==> src/rtl/piso_pkg.sv <==
// Shared types and helpers for the piso_tx parallel-in/serial-out transmitter.
package piso_pkg;

  typedef enum logic [1:0] {
    IDLE  = 2'd0,
    SHIFT = 2'd1,
    DONE  = 2'd2
  } piso_state_e;

  // Bit counter width for a DW-bit word; DW >= 2 keeps this at least 1.
  function automatic int cnt_width(input int dw);
    return (dw < 2) ? 1 : $clog2(dw);
  endfunction

endpackage

==> src/rtl/piso_tx_if.sv <==
// Handshake and serial-output bundle between upstream, piso_tx and the SIPO stage.
interface piso_tx_if #(
  parameter int DW = 4
);

  logic          i_valid;
  logic [DW-1:0] i_data;
  logic          o_ready;
  logic          o_ser;
  logic          o_enb;
  logic          o_done;

  // Upstream word source plus downstream observer of the serial stream.
  modport master (
    output i_valid, i_data,
    input  o_ready, o_ser, o_enb, o_done
  );

  // The transmitter itself.
  modport slave (
    input  i_valid, i_data,
    output o_ready, o_ser, o_enb, o_done
  );

endinterface

==> src/rtl/piso_shreg.sv <==
// DW-bit loadable right-shift register; bit 0 is the next serial bit out.
module piso_shreg #(
  parameter int DW = 4
) (
  input  logic          clk,
  input  logic          rst,
  input  logic          load,
  input  logic          shift,
  input  logic [DW-1:0] d,
  output logic          q_lsb
);

  logic [DW-1:0] sr_q;
  logic [DW-1:0] sr_d;

  // Next value: load wins over shift; zero fills the MSB while shifting.
  always_comb begin
    // NOTE: default assignment first so every path drives sr_d and no latch is inferred.
    sr_d = sr_q;
    if (load) begin
      sr_d = d;
    end else if (shift) begin
      sr_d = {1'b0, sr_q[DW-1:1]};
    end
  end

  // Register; reset clears any partially transmitted word.
  always_ff @(posedge clk or negedge rst) begin
    // NOTE: non-blocking assignments for flops so all state updates see pre-edge values.
    if (!rst) begin
      sr_q <= '0;
    end else begin
      sr_q <= sr_d;
    end
  end

  assign q_lsb = sr_q[0];

endmodule

==> src/rtl/piso_tx.sv <==
// Parallel-in/serial-out transmitter: accepts a word on valid/ready, emits it
// LSB first with o_enb framing, then pulses o_done for one cycle.
module piso_tx
  import piso_pkg::*;
#(
  parameter int DW = 4
) (
  input  logic      clk,
  input  logic      rst,
  piso_tx_if.slave  bus
);

  localparam int                CNT_W    = cnt_width(DW);
  localparam logic [CNT_W-1:0]  CNT_LAST = CNT_W'(DW - 1);

  piso_state_e      state_q;
  piso_state_e      state_d;
  logic [CNT_W-1:0] cnt_q;
  logic [CNT_W-1:0] cnt_d;
  logic             load;
  logic             shift;
  logic             q_lsb;

  piso_shreg #(
    .DW (DW)
  ) u_shreg (
    .clk   (clk),
    .rst   (rst),
    .load  (load),
    .shift (shift),
    .d     (bus.i_data),
    .q_lsb (q_lsb)
  );

  // Next-state, counter and shift-register control.
  always_comb begin
    state_d = state_q;
    cnt_d   = cnt_q;
    load    = 1'b0;
    shift   = 1'b0;
    unique case (state_q)
      IDLE: begin
        if (bus.i_valid) begin
          load    = 1'b1;
          cnt_d   = '0;
          state_d = SHIFT;
        end
      end
      SHIFT: begin
        shift = 1'b1;
        if (cnt_q == CNT_LAST) begin
          // Park the counter at zero rather than letting it wrap.
          cnt_d   = '0;
          state_d = DONE;
        end else begin
          cnt_d = cnt_q + CNT_W'(1);
        end
      end
      DONE: begin
        state_d = IDLE;
      end
      default: begin
        state_d = IDLE;
      end
    endcase
  end

  // State and counter registers; reset abandons any word in flight.
  always_ff @(posedge clk or negedge rst) begin
    if (!rst) begin
      state_q <= IDLE;
      cnt_q   <= '0;
    end else begin
      state_q <= state_d;
      cnt_q   <= cnt_d;
    end
  end

  // Moore outputs decoded from registered state and the shift register.
  always_comb begin
    bus.o_ready = (state_q == IDLE);
    bus.o_enb   = (state_q == SHIFT);
    bus.o_done  = (state_q == DONE);
    bus.o_ser   = (state_q == SHIFT) && q_lsb;
  end

endmodule

==> src/flat_wrapper.sv <==
// flat-port wrapper written by rule: the top's interface ports become plain ports
module piso_tx_flat import piso_pkg::*;
#(
  parameter int DW = 4
)
  (clk, rst, bus_i_valid, bus_i_data, bus_o_ready, bus_o_ser, bus_o_enb, bus_o_done);
  piso_tx_if #(.DW(DW)) bus_i ();
  input  logic clk;
  input  logic rst;
  input wire logic [$bits(bus_i.i_valid)-1:0] bus_i_valid;
  input wire logic [$bits(bus_i.i_data)-1:0] bus_i_data;
  output wire logic [$bits(bus_i.o_ready)-1:0] bus_o_ready;
  output wire logic [$bits(bus_i.o_ser)-1:0] bus_o_ser;
  output wire logic [$bits(bus_i.o_enb)-1:0] bus_o_enb;
  output wire logic [$bits(bus_i.o_done)-1:0] bus_o_done;
  assign bus_i.i_valid = bus_i_valid;
  assign bus_i.i_data = bus_i_data;
  assign bus_o_ready = bus_i.o_ready;
  assign bus_o_ser = bus_i.o_ser;
  assign bus_o_enb = bus_i.o_enb;
  assign bus_o_done = bus_i.o_done;
  piso_tx #(.DW(DW)) u_core (.clk(clk), .rst(rst), .bus(bus_i));
endmodule
==> config.mk <==
export PLATFORM = sky130hd
export DESIGN_NAME = piso_tx_flat
export DESIGN_NICKNAME = d
export VERILOG_FILES = /design/src/rtl/piso_pkg.sv /design/src/rtl/piso_tx_if.sv /design/src/rtl/piso_shreg.sv /design/src/rtl/piso_tx.sv /design/src/flat_wrapper.sv
export SDC_FILE = /design/constraint.sdc
export NUM_CORES = 1
export LEC_CHECK = 0
export ABC_AREA = 1
export CELL_PAD_IN_SITES_DETAIL_PLACEMENT = 1
export CELL_PAD_IN_SITES_GLOBAL_PLACEMENT = 2
export CORE_MARGIN = 2
export CORE_UTILIZATION = 25
export CTS_BUF_LIST = sky130_fd_sc_hd__clkbuf_4 sky130_fd_sc_hd__clkbuf_8
export DETAILED_ROUTE_END_ITERATION = 10
export HOLD_SLACK_MARGIN = 0.03
export PLACE_DENSITY_LB_ADDON = 0.05
export SYNTH_ARGS = -nofsm -noshare
export SYNTH_HDL_FRONTEND = slang
export SYNTH_HIERARCHICAL = 1
export SYNTH_SLANG_ARGS = --single-unit
==> constraint.sdc <==
create_clock -name clk -period 1.3 [get_ports clk]
set_clock_uncertainty 0.15 [all_clocks]
set_input_delay 0.26 -clock clk [delete_from_list [all_inputs] [get_ports clk]]
set_output_delay 0.26 -clock clk [all_outputs]
set_load 0.01 [all_outputs]
==> flow_metrics.py <==
metrics = {
    "clocking": {
        "numCtsBuffers": 3,
        "path_clk_slew_ns": 0.05,
        "cts_tree": "done",
        "clk_latency_ns": 0.25,
        "cts_root_buffer": "clkbuf_4",
        "hold_buffers": 0,
        "clk_path_buf_depth": 2,
        "htreeDepth": 1,
        "cts_sinks": 8,
    },
    "place": {
        "dp_slack_ns": -0.285,
        "dp_hpwl_microns": 798,
        "place.gp.congestion": 0.662,
        "io_buffers": 10,
        "placed_area_sq_um": 537,
    },
    "yosys": {
        "ys_seq_elements": 8,
        "synth_fp_nets": 54,
        "ys_types": 11,
        "synth_fa_ha_area_frac": 0.0338,
        "yosysSeqAreaShare": 0.541,
        "synth_compound_area_frac": 0.0372,
        "synth_area_sq_um": 370,
        "synth_top_family_by_area": "simple AND/OR/NAND/NOR gates",
        "ys_warn_count": 6,
        "synthSimpleGateAreaFrac": 0.328,
        "synth_cells": 46,
        "synth_area_per_cell_sq_um": 8.05,
        "synth-xor-area-share": 0,
        "synthMuxAreaShare": 0,
    },
    "sta": {
        "rsz0062_at_grt": "yes",
        "setup_viol": 7,
        "fmax_ghz": 0.716,
        "finalCritPeriodShare": 1.07,
        "min_period_ns": 1.40,
        "fin_ws_ns": -0.0965,
        "tightest_slew_ns": 0.363,
        "report.final.slew_viol_count": 0,
        "relSlewSlack": 0.757,
        "tns_ns": -0.383,
        "hold_viol_final": 0,
    },
    "drt": {
        "via_per_inst": 4.45,
        "routed_wl_microns": 972,
        "remaining_drc_errors": 0,
        "postRouteAntennaNets": 0,
        "firstDrtPassIters": 3,
        "post_drt_wl_per_cell_microns": 11.9,
        "vias": 365,
        "drtIter0Drc": 2,
    },
    "floorplanning": {
        "core_sq_um": 1350,
        "die_y_microns": 42.5,
        "row_count": 13,
        "start_util": 0.274,
        "die_w_microns": 42.5,
        "io_pins": 11,
        "die-area_sq_um": 1810,
    },
    "power": {
        "power_frac_seq": 0.311,
        "power_uw": 1430,
        "ir_worst_vdd_mv": 0.919,
        "p_per_area_nw_per_um2": 2340,
        "leakagePower_uw": 0.000309,
        "cell_internal_pwr_uw": 872,
        "p_sw_uw": 556,
        "pwr-share-comb": 0.562,
        "swShare": 0.389,
        "p_clk_frac": 0.127,
    },
    "setup_path": {
        "arrival_ns": 0.99,
        "worstRegToRegCells": 8,
        "timing.rr.end": "u_core/u_shreg/sr_q[0]",
        "cp_max_fo": 2,
        "r2r_slack_ns": -0.05,
        "endpoint_kind": "output pin",
        "path_class": "reg -> out",
        "critPathLaunch": "u_core/state_q[1]",
        "cp-start-kind": "register",
        "r2r-start": "u_core/state_q[1]",
        "worstPathRequired_ns": 0.89,
    },
    "status": {
        "violations": "negative setup slack",
        "status": "finished, violations left",
    },
    "finish": {
        "final_core_util": 0.452,
        "fin_nets": 77,
        "area_delta_synth_final_pct": 64.9,
        "insertedDiodeCount": 0,
        "drive_gt1_frac": 0.433,
        "final_cell_area_sq_um": 611,
    },
    "run": {
        "maxCapViolCount": 0,
    },
    "global_routing": {
        "grt_pass1_wl_mm": 1.77,
        "grt_start_max_net_pins": 9,
        "grt_use_total": 0.134,
        "antenna_found_initial": 0,
        "grt_pass1_vias": 424,
        "gr-total-overflow": 0,
    },
    "worst_hold_path": {
        "min_path_type": "in -> async",
    },
}
[area by class of cell]
class                           instances  area (sq um)
Multi-Input combinational cell         32           183
Timing Repair Buffer                   18           160
Inverter                                6          25.0
Clock buffer                            3          22.5
Sequential cell                         8           201
Fill cell                             165           739
Tap cell                               15          18.8
[per-layer routing]
metal,vias to the layer above,share of wire,track usage
met5,-,0,0
met4,0,0,0.0563
met3,0,0.047,0.0431
met2,7,0.51,0.237
met1,172,0.44,0.146
li1,186,-,-
[Yosys cell counts]
cell     number  area (sq um)
dfrtp_1       8           200
ha_1          1          12.5
inv_1         4          15.0
inv_2         2          7.51
nand2_1      16          60.1
nand2_2       1          6.26
nand3_1       6          30.0
nor2_1        5          18.8
nor2_2        1          6.26
o21ai_1       1          5.00
o21ai_2       1          8.76
[sequential cells by signal, indices dropped and copies added, names as in the netlist]
name,count
u_core/u_shreg/sr_q,4
u_core/cnt_q,2
u_core/state_q,2
[power groups by stage]
stage | clock network [uW] | logic, uW | registers (uW)
after floorplan | 0 | 343 | 412
after global placement | 0 | 629 | 418
after detailed placement | 0 | 673 | 429
after CTS | 193 | 760 | 438
after global routing | 215 | 896 | 461
final | 182 | 803 | 444
[critical path: stages (launching register included)]
cell and delay, ns:
dfrtp_1 0.39, buf_4 0.15, nor2_4 0.10, buf_6 0.11
[metrics by stage]
step,std cells,hold slack [ns]
after floorplan,46,-0.186
after global placement,77,0.304
after detailed placement,77,0.316
after CTS,81,0.147
after global routing,82,0.160
final,82,0.142
[timing repair]
item / 4_1_cts / 5_1_grt
gates resized for setup: 27 / 5
pin swaps: 2 / 1
cloned: 0 / 0
buffers inserted: 1 / 1
setup endpoints to repair: 8 / 8
[cells by family (layout without fill, tap and decap cells)]
logic type                 Yosys count  count (layout)
DFF                                  8               8
AOI/OAI and AO/OA                    2               2
adders and majority gates            1               1
and+or+nand+nor                     29              29
buffers and inverters                6              27
[placed cells by master (no fill, tap or decap)]
master / netlist / final
dfrtp_2: 0 / 1
nand3_2: 0 / 2
o21ai_1: 1 / 1
buf_6: 0 / 4
inv_2: 2 / 3
nand2_1: 16 / 14
nor2_1: 5 / 3
nand3_1: 6 / 4
buf_4: 0 / 6
dfrtp_1: 8 / 7
inv_4: 0 / 1
clkdlybuf4s50_1: 0 / 6
ha_1: 1 / 1
nand2_2: 1 / 2
clkbuf_4: 0 / 3
inv_1: 4 / 2
nor2_2: 1 / 1
buf_2: 0 / 2
nor2_4: 0 / 2
nand2_4: 0 / 1
o21ai_2: 1 / 1
[worst max-delay path by stage]
stage                     slack [ns]                      to  cells past startpoint
after floorplan                 0.03  u_core/u_shreg/sr_q[2]                      6
after global placement         -0.23               bus_o_ser                      4
after detailed placement       -0.28               bus_o_ser                      4
after CTS                      -0.12               bus_o_ser                      4
after global routing           -0.17               bus_o_ser                      4
final                           -0.1             bus_o_ready                      3
(Power assumes the default switching activity.)
